### src/rtl/apb_master_bridge.sv
// CPU data bus to APB master bridge: address decode to one PSEL, IDLE/SETUP/ACCESS sequencing.
// Optional ACCESS wait timeout enabled by defining APB_TIMEOUT_EN.
module apb_master_bridge #(
   parameter int          NUM_SLV        = 4,
   parameter logic [31:0] BASE_ADDR      = 32'h1000_0000,
   parameter int          TIMEOUT_CYCLES = 16
) (
   input  logic                   PCLK,
   input  logic                   PRESET,
   input  logic                   transfer,
   input  logic                   write,
   input  logic [31:0]            addr,
   input  logic [31:0]            wdata,
   output logic [31:0]            rdata,
   output logic                   ready,
   output logic                   err,
   output logic [31:0]            PADDR,
   output logic                   PWRITE,
   output logic [31:0]            PWDATA,
   output logic                   PENABLE,
   output logic [NUM_SLV-1:0]     PSEL,
   input  logic [32*NUM_SLV-1:0]  PRDATA,
   input  logic [NUM_SLV-1:0]     PREADY
);

   typedef enum logic [1:0] {IDLE, SETUP, ACCESS} state_t;

   state_t               state;
   logic                 hit;
   logic [3:0]           idx;
   logic                 dec_hit;
   logic [NUM_SLV-1:0]   dec_sel;
   logic                 sel_ready;
   logic [31:0]          sel_rdata;
`ifdef APB_TIMEOUT_EN
   logic [7:0]           wait_cnt;
`endif

   always_comb begin
      dec_hit = (addr[31:16] == BASE_ADDR[31:16]) && (int'(addr[15:12]) < NUM_SLV);
      dec_sel = '0;
      for (int i = 0; i < NUM_SLV; i++)
         if (dec_hit && int'(addr[15:12]) == i) dec_sel[i] = 1'b1;
   end

   // Loop mux keeps the slave index in range even when NUM_SLV < 16.
   always_comb begin
      sel_ready = 1'b0;
      sel_rdata = '0;
      for (int i = 0; i < NUM_SLV; i++)
         if (int'(idx) == i) begin
            sel_ready = PREADY[i];
            sel_rdata = PRDATA[32*i +: 32];
         end
   end

   always_ff @(posedge PCLK) begin
      if (PRESET) begin
         state    <= IDLE;
         hit      <= 1'b0;
         idx      <= '0;
         PSEL     <= '0;
         PENABLE  <= 1'b0;
         PWRITE   <= 1'b0;
         PADDR    <= '0;
         PWDATA   <= '0;
         ready    <= 1'b0;
         err      <= 1'b0;
         rdata    <= '0;
`ifdef APB_TIMEOUT_EN
         wait_cnt <= '0;
`endif
      end else begin
         ready <= 1'b0;
         case (state)
            IDLE: if (transfer) begin
               PADDR  <= addr;
               PWRITE <= write;
               PWDATA <= wdata;
               hit    <= dec_hit;
               idx    <= addr[15:12];
               PSEL   <= dec_sel;
               state  <= SETUP;
            end
            SETUP: begin
               PENABLE  <= 1'b1;
               state    <= ACCESS;
`ifdef APB_TIMEOUT_EN
               wait_cnt <= '0;
`endif
            end
            ACCESS: begin
               if (!hit) begin
                  rdata   <= '0;
                  err     <= 1'b1;
                  ready   <= 1'b1;
                  PSEL    <= '0;
                  PENABLE <= 1'b0;
                  state   <= IDLE;
               end else if (sel_ready) begin
                  rdata   <= PWRITE ? 32'd0 : sel_rdata;
                  err     <= 1'b0;
                  ready   <= 1'b1;
                  PSEL    <= '0;
                  PENABLE <= 1'b0;
                  state   <= IDLE;
               end
`ifdef APB_TIMEOUT_EN
               // PREADY in the final allowed cycle takes priority over the abort.
               else if (wait_cnt == 8'(TIMEOUT_CYCLES - 1)) begin
                  rdata   <= '0;
                  err     <= 1'b1;
                  ready   <= 1'b1;
                  PSEL    <= '0;
                  PENABLE <= 1'b0;
                  state   <= IDLE;
               end else begin
                  wait_cnt <= wait_cnt + 8'd1;
               end
`endif
            end
            default: state <= IDLE;
         endcase
      end
   end

endmodule

### config.mk
export PLATFORM = sky130hd
export DESIGN_NAME = apb_master_bridge
export DESIGN_NICKNAME = d
export VERILOG_FILES = /design/src/rtl/apb_master_bridge.sv
export SDC_FILE = /design/constraint.sdc
export NUM_CORES = 1
export LEC_CHECK = 0
export BUFFER_PORTS_ARGS = -buffer_cell sky130_fd_sc_hd__clkbuf_2
export CORE_ASPECT_RATIO = 0.5
export CORE_MARGIN = 2
export CORE_UTILIZATION = 39
export CTS_CLUSTER_DIAMETER = 120
export DETAILED_ROUTE_END_ITERATION = 10
export PLACE_DENSITY = 0.81
export SETUP_SLACK_MARGIN = 0.1
export SLEW_MARGIN = 40
export SYNTH_ARGS = -nofsm -noshare
export SYNTH_HDL_FRONTEND = slang
export SYNTH_SLANG_ARGS = --single-unit
### constraint.sdc
create_clock -name PCLK -period 1.8 [get_ports PCLK]
set_input_delay 0.09 -clock PCLK [delete_from_list [all_inputs] [get_ports PCLK]]
set_output_delay 0.09 -clock PCLK [all_outputs]
set_load 0.01 [all_outputs]
; Word-level counts from Yosys, hierarchy flattened
; Cells that the tools add are included.
; Widths: inputs -> output; s select.
[totals]
in_bits = 200
wordCells = 70
out_inout_bits = 104
regBits = 111
[classes]
eq_ne = 12
bitwise = 1
n_mux = 29
n_reduce_logical = 16
n_lt_le_gt_ge = 1
[ops]
columns = cell, count
row1 = $mux 32, 7
row2 = $eq 16x13->1 const B, 1
row3 = $eq 4x3->1 const B, 4
row4 = $mux 1, 13
row5 = $mux 4, 3
row6 = $eq 4x2->1 const B, 2
row7 = $logic_not 4->1, 2
row8 = $pmux 4 s2, 1
row9 = $reduce_and 2->1, 4
row10 = $mux 2, 3
row11 = $pmux 2 s3, 1
row12 = $logic_and 1x1->1, 5
row13 = $lt 4x3->1 const B, 1
row14 = $reduce_bool 2->1, 2
row15 = $ne 3x3->1 const B, 1
row16 = $reduce_and 3->1, 1
row17 = $eq 2x1->1 const B, 1
row18 = $eq 2x2->1 const B, 1
row19 = $logic_not 2->1, 1
row20 = $ne 2x1->1 const B, 1
row21 = $ne 2x2->1 const B, 1
row22 = $pmux 1 s2, 1
row23 = $reduce_or 2->1, 1
row24 = $not 1->1, 1

; Longest topological paths before layout
[logic_depth]
depth_word = 8
mapped_depth = 9

; Worst setup path before layout
; Ideal clock, no wire load.
[synth_timing]
path_kind = register to register
start = register PADDR[12] (netlist name)
end = register rdata[24]
slack_ns = -0.141
setup_time_ns = 0.121
n_path_buf = 3
stages_incl_launch_ff = 9
t_required_ns = 1.679
period_less_slack_ns = 1.941
arrival_ns = 1.820
path_cell_list = dfxtp_1 > buf_2 > nand4bb_1 > buf_2 > o21ai_0 > a21oi_1 > nor2_2 > buf_4 > mux2_2
[synth_rtl]
columns = item, line_no
row1 = to (signal assigned), 101  ; rdata <= PWRITE ? 32'd0 : sel_rdata;
row2 = to (decl), 14  ; output logic [31:0] rdata,

; Worst setup path after layout
[layout_timing]
start = register hit
end = register rdata[2]
[layout_via]
elab_chain_len = 2
[layout_rtl]
columns = item, line_no
row1 = from (decl), 29  ; logic hit;
row2 = from (signal assigned), 80  ; hit <= dec_hit;
row3 = $ne 2x1->1 (no source line), n/a
row4 = $reduce_and 2->1 (no source line), n/a
; Parallel ways exist; a longest one is shown, timed or not.
; A chain may end at the register's enable or synchronous reset.

==> results by group <==
Hold path
  – End of the worst hold path: PADDR[12]
  – Hold Path Origin: addr[12]
  – WHS Path Cells: 3
  – Type of the tightest min-delay check: input pin to flop

Synth
  – Post-synth EDFFs: 0
  – Synth Flop Type: dfxtp_1
  – Sequential-to-total area share from yosys stat: 43.0%
  – Cell variety after synth: 34
  – Synthesized Nets: 802
  – #FFs+latches synth: 107
  – Avg Cell Area, Syn: 8.28 um2
  – Post-Syn Area: 0.00498 mm2
  – Commonest cells in the netlist: nand2_1, dfxtp_1, a21oi_1
  – Async S/R FF share, synth: 0%
  – Most common cell in the netlist: nand2_1
  – Synthesized instance count: 602
  – Leading area contributor after synthesis: dfxtp_1
  – Synth warnings: 0
  – Largest cells by area after synthesis: dfxtp_1, nand2_1, a21oi_1
  – Top cell type's share of synthesized area: 43.0%

Flow run
  – Number of max-cap violations: 0

Global routing
  – Vias in the first global route: 5,678
  – First-pass GRT wire length: 26.9 mm
  – Grt total ovfl: 0
  – GRT Util Overall: 24.3%
  – Largest net degree at the start of global routing: 71
  – Antenna violations before repair: 0

Clocking
  – Clk root buf: clkbuf_16
  – Clk sink count: 107
  – Clock latency on the worst-skew pair: 0.34 ns
  – Clock Path Buffers: 2
  – CTS clk-pin slew, worst paths: 0.07 ns
  – TritonCTS clock tree: done
  – CTS buffer count: 9
  – H-tree levels: 3

Power
  – Seq pwr share: 44.4%
  – Clk pwr share: 36.4%
  – Cell internal pwr: 4.13 mW
  – Switch Pwr: 1.55 mW
  – Worst-case vdd ir drop: 0.486 mV
  – Switching share of power: 27.3%
  – Gate power share: 19.3%
  – Final Total Pwr: 5.68 mW
  – Lkg Pwr: 3.63 nW
  – PD cells: 702 mW/mm2

STA
  – Period Utilization, post-route: 99.1%
  – Fin Clk Skew: 0.00647 ns
  – Fin. max-slew vios: 0
  – Final worst slack: 0.0162 ns
  – Final setup violation count: 0
  – Relative slew slack: 59.9%
  – Unrepaired setup endpoints after global routing: true
  – Hold Violations, Final: 0
  – Worst Tran Pin Value: 0.601 ns
  – Post-layout minimum cycle time: 1.78 ns
  – Maximum clock rate: 0.561 GHz

Drt
  – Wirelength per Cell: 16.7 um
  – Drt via density: 5.23
  – Via count: 5,934
  – Total Wirelength: 18.9 mm
  – DRT Pass-1 Iters: 4
  – Drt initial violations: 276
  – Antenna-violating nets left: 0
  – Residual DRC count: 0

Critical path
  – Critical path arrival: 2.05 ns
  – Max incr delay on CP: 0.44 ns
  – Kind of cell adding the most delay to the critical path: simple AND/OR/NAND/NOR gates
  – CP cell instances: or3b_4, or3_4, clkbuf_16, nor2_2, o221ai_2, mux2i_1
  – Critical-path top delay cell: or3_4
  – Worst-path maximum fanout: 6
  – Worst setup EP type: flop
  – Worst R2R Setup Slack: 0.02 ns
  – Worst path required time: 2.07 ns
  – Critical path class: flop to flop
  – Buf+Inv Stages, Crit Path: 1
  – Critical R2R Capture: rdata[2]
  – Startpoint Class: flop
  – Worst reg2reg path depth: 6
  – Critical R2R Launch: hit

Cells and area
  – Share of layout cells above drive strength 1: 43.9%
  – Number of fill cells: 1,005
  – Area growth, synth to finish: 62.3%
  – Nets: 1,160
  – Final core occ: 64.4%
  – N_diodes: 0

Floorplanning
  – Chip height: 83.9 um
  – IO Pins: 304
  – Core Area: 0.0126 mm2
  – Die X: 164 um
  – Initial Utilization: 39.7%
  – Row Count: 29
  – DIE AREA: 0.0137 mm2

Place
  – Port Buffers: 303
  – DPL Wire Length: 11.3 mm
  – RePlAce Congestion: 0.825
  – Post-place setup slack: 0.0772 ns

Run status
  – Run status: complete, no violations
per-stage QoR:
stage	hold slack, ns	instance area (um2)	std cells	TNS [ns]
after global routing	0.0201	8080	1135	-0.0983
after floorplan	0.218	5010	602	0
after global placement	0.312	6700	1047	0
final	0.0220	8080	1135	0
after CTS	0.000692	7630	1125	0
after detailed placement	0.319	6700	1047	0
power groups by stage:
stage	registers (mW)	logic [mW]	clock network, mW
final	2.52	1.09	2.06
after global routing	2.53	1.18	2.20
after CTS	2.52	0.986	2.12
after floorplan	2.61	0.402	0
after global placement	2.57	0.862	0
after detailed placement	2.57	0.877	0
worst min-delay path, cell delays in order:
cell	delay, ns
clkbuf_2	0.11
nand2_1	0.07
a21oi_1	0.05
cell usage in the layout (no fill, tap or decap), types with 2 or more instances in the layout:
master / n
buf_6: 7
o221ai_2: 18
nor2_1: 8
a21oi_1: 80
clkbuf_16: 12
nand4_1: 5
buf_2: 6
inv_6: 3
mux2i_1: 24
and2b_1: 5
dlygate4sd3_1: 51
mux2_2: 16
nor3_1: 3
buf_4: 25
nand2_1: 142
a22oi_1: 8
nor2b_1: 29
dfxtp_2: 2
nor2_4: 17
dlymetal6s4s_1: 11
nor4_4: 2
dfxtp_4: 2
nand2b_1: 29
buf_12: 4
a211oi_1: 24
inv_1: 2
nor2_2: 6
clkbuf_2: 291
nor4_2: 2
o211ai_1: 4
o221ai_1: 6
dfxtp_1: 103
worst max-delay path by stage:
stage	startpoint	end	slack, ns	cells past startpoint
floorplan	PWRITE	rdata[10]	0.02	8
global placement	hit	rdata[0]	0.15	6
detailed placement	PADDR[13]	rdata[11]	0.08	6
CTS	hit	rdata[16]	0.06	6
global route	hit	rdata[2]	-0.04	6
finish	hit	rdata[2]	0.02	6
routing by layer:
layer / GRT usage [%] / share of wire, % / routed length (um)
met1: 26.7 / 38 / 7200
met5: 0 / 0 / 0
met4: 12.4 / 5.3 / 994
met2: 43.4 / 50 / 9510
met3: 6.16 / 6.4 / 1220
final cells by class:
type | instances | area (um2) | share of cell area [%]
sequential | 107 | 2150 | 26.6
multi-input combinational | 442 | 2850 | 35.2
clock inverter | 5 | 67.6 | 0.836
timing repair buffer | 398 | 2560 | 31.6
inverter | 2 | 7.51 | 0.0929
tap | 170 | 213 | 2.63
clock buffer | 11 | 243 | 3.00
registers in the layout, indices dropped and copies added, names as in the netlist:
| signal | count |
|---|---|
| state | 2 |
| err | 1 |
| PSEL | 4 |
| ready | 1 |
| PWRITE | 1 |
| rdata | 32 |
| PENABLE | 1 |
| hit | 1 |
| PWDATA | 32 |
| PADDR | 32 |
cell families (layout without fill, tap and decap cells):
group,after synthesis,in the layout,synth area share [%]
and+or+nand+nor,257,257,25.0
DFF,107,107,43.0
muxes,40,40,8.44
AOI/OAI and AO/OA,145,145,18.3
buffers and inverters,53,416,5.27
what timing repair did:
item / in CTS / in global routing
endpoints found under the setup margin: 31 / 39
pin swaps: 0 / 22
hold endpoints to repair: 62 / 0
gates resized for setup: 1 / 79
gates cloned: 0 / 4
hold buffers: 62 / 0
buffers inserted: 0 / 6
Power figures use the tool's default switching activity.
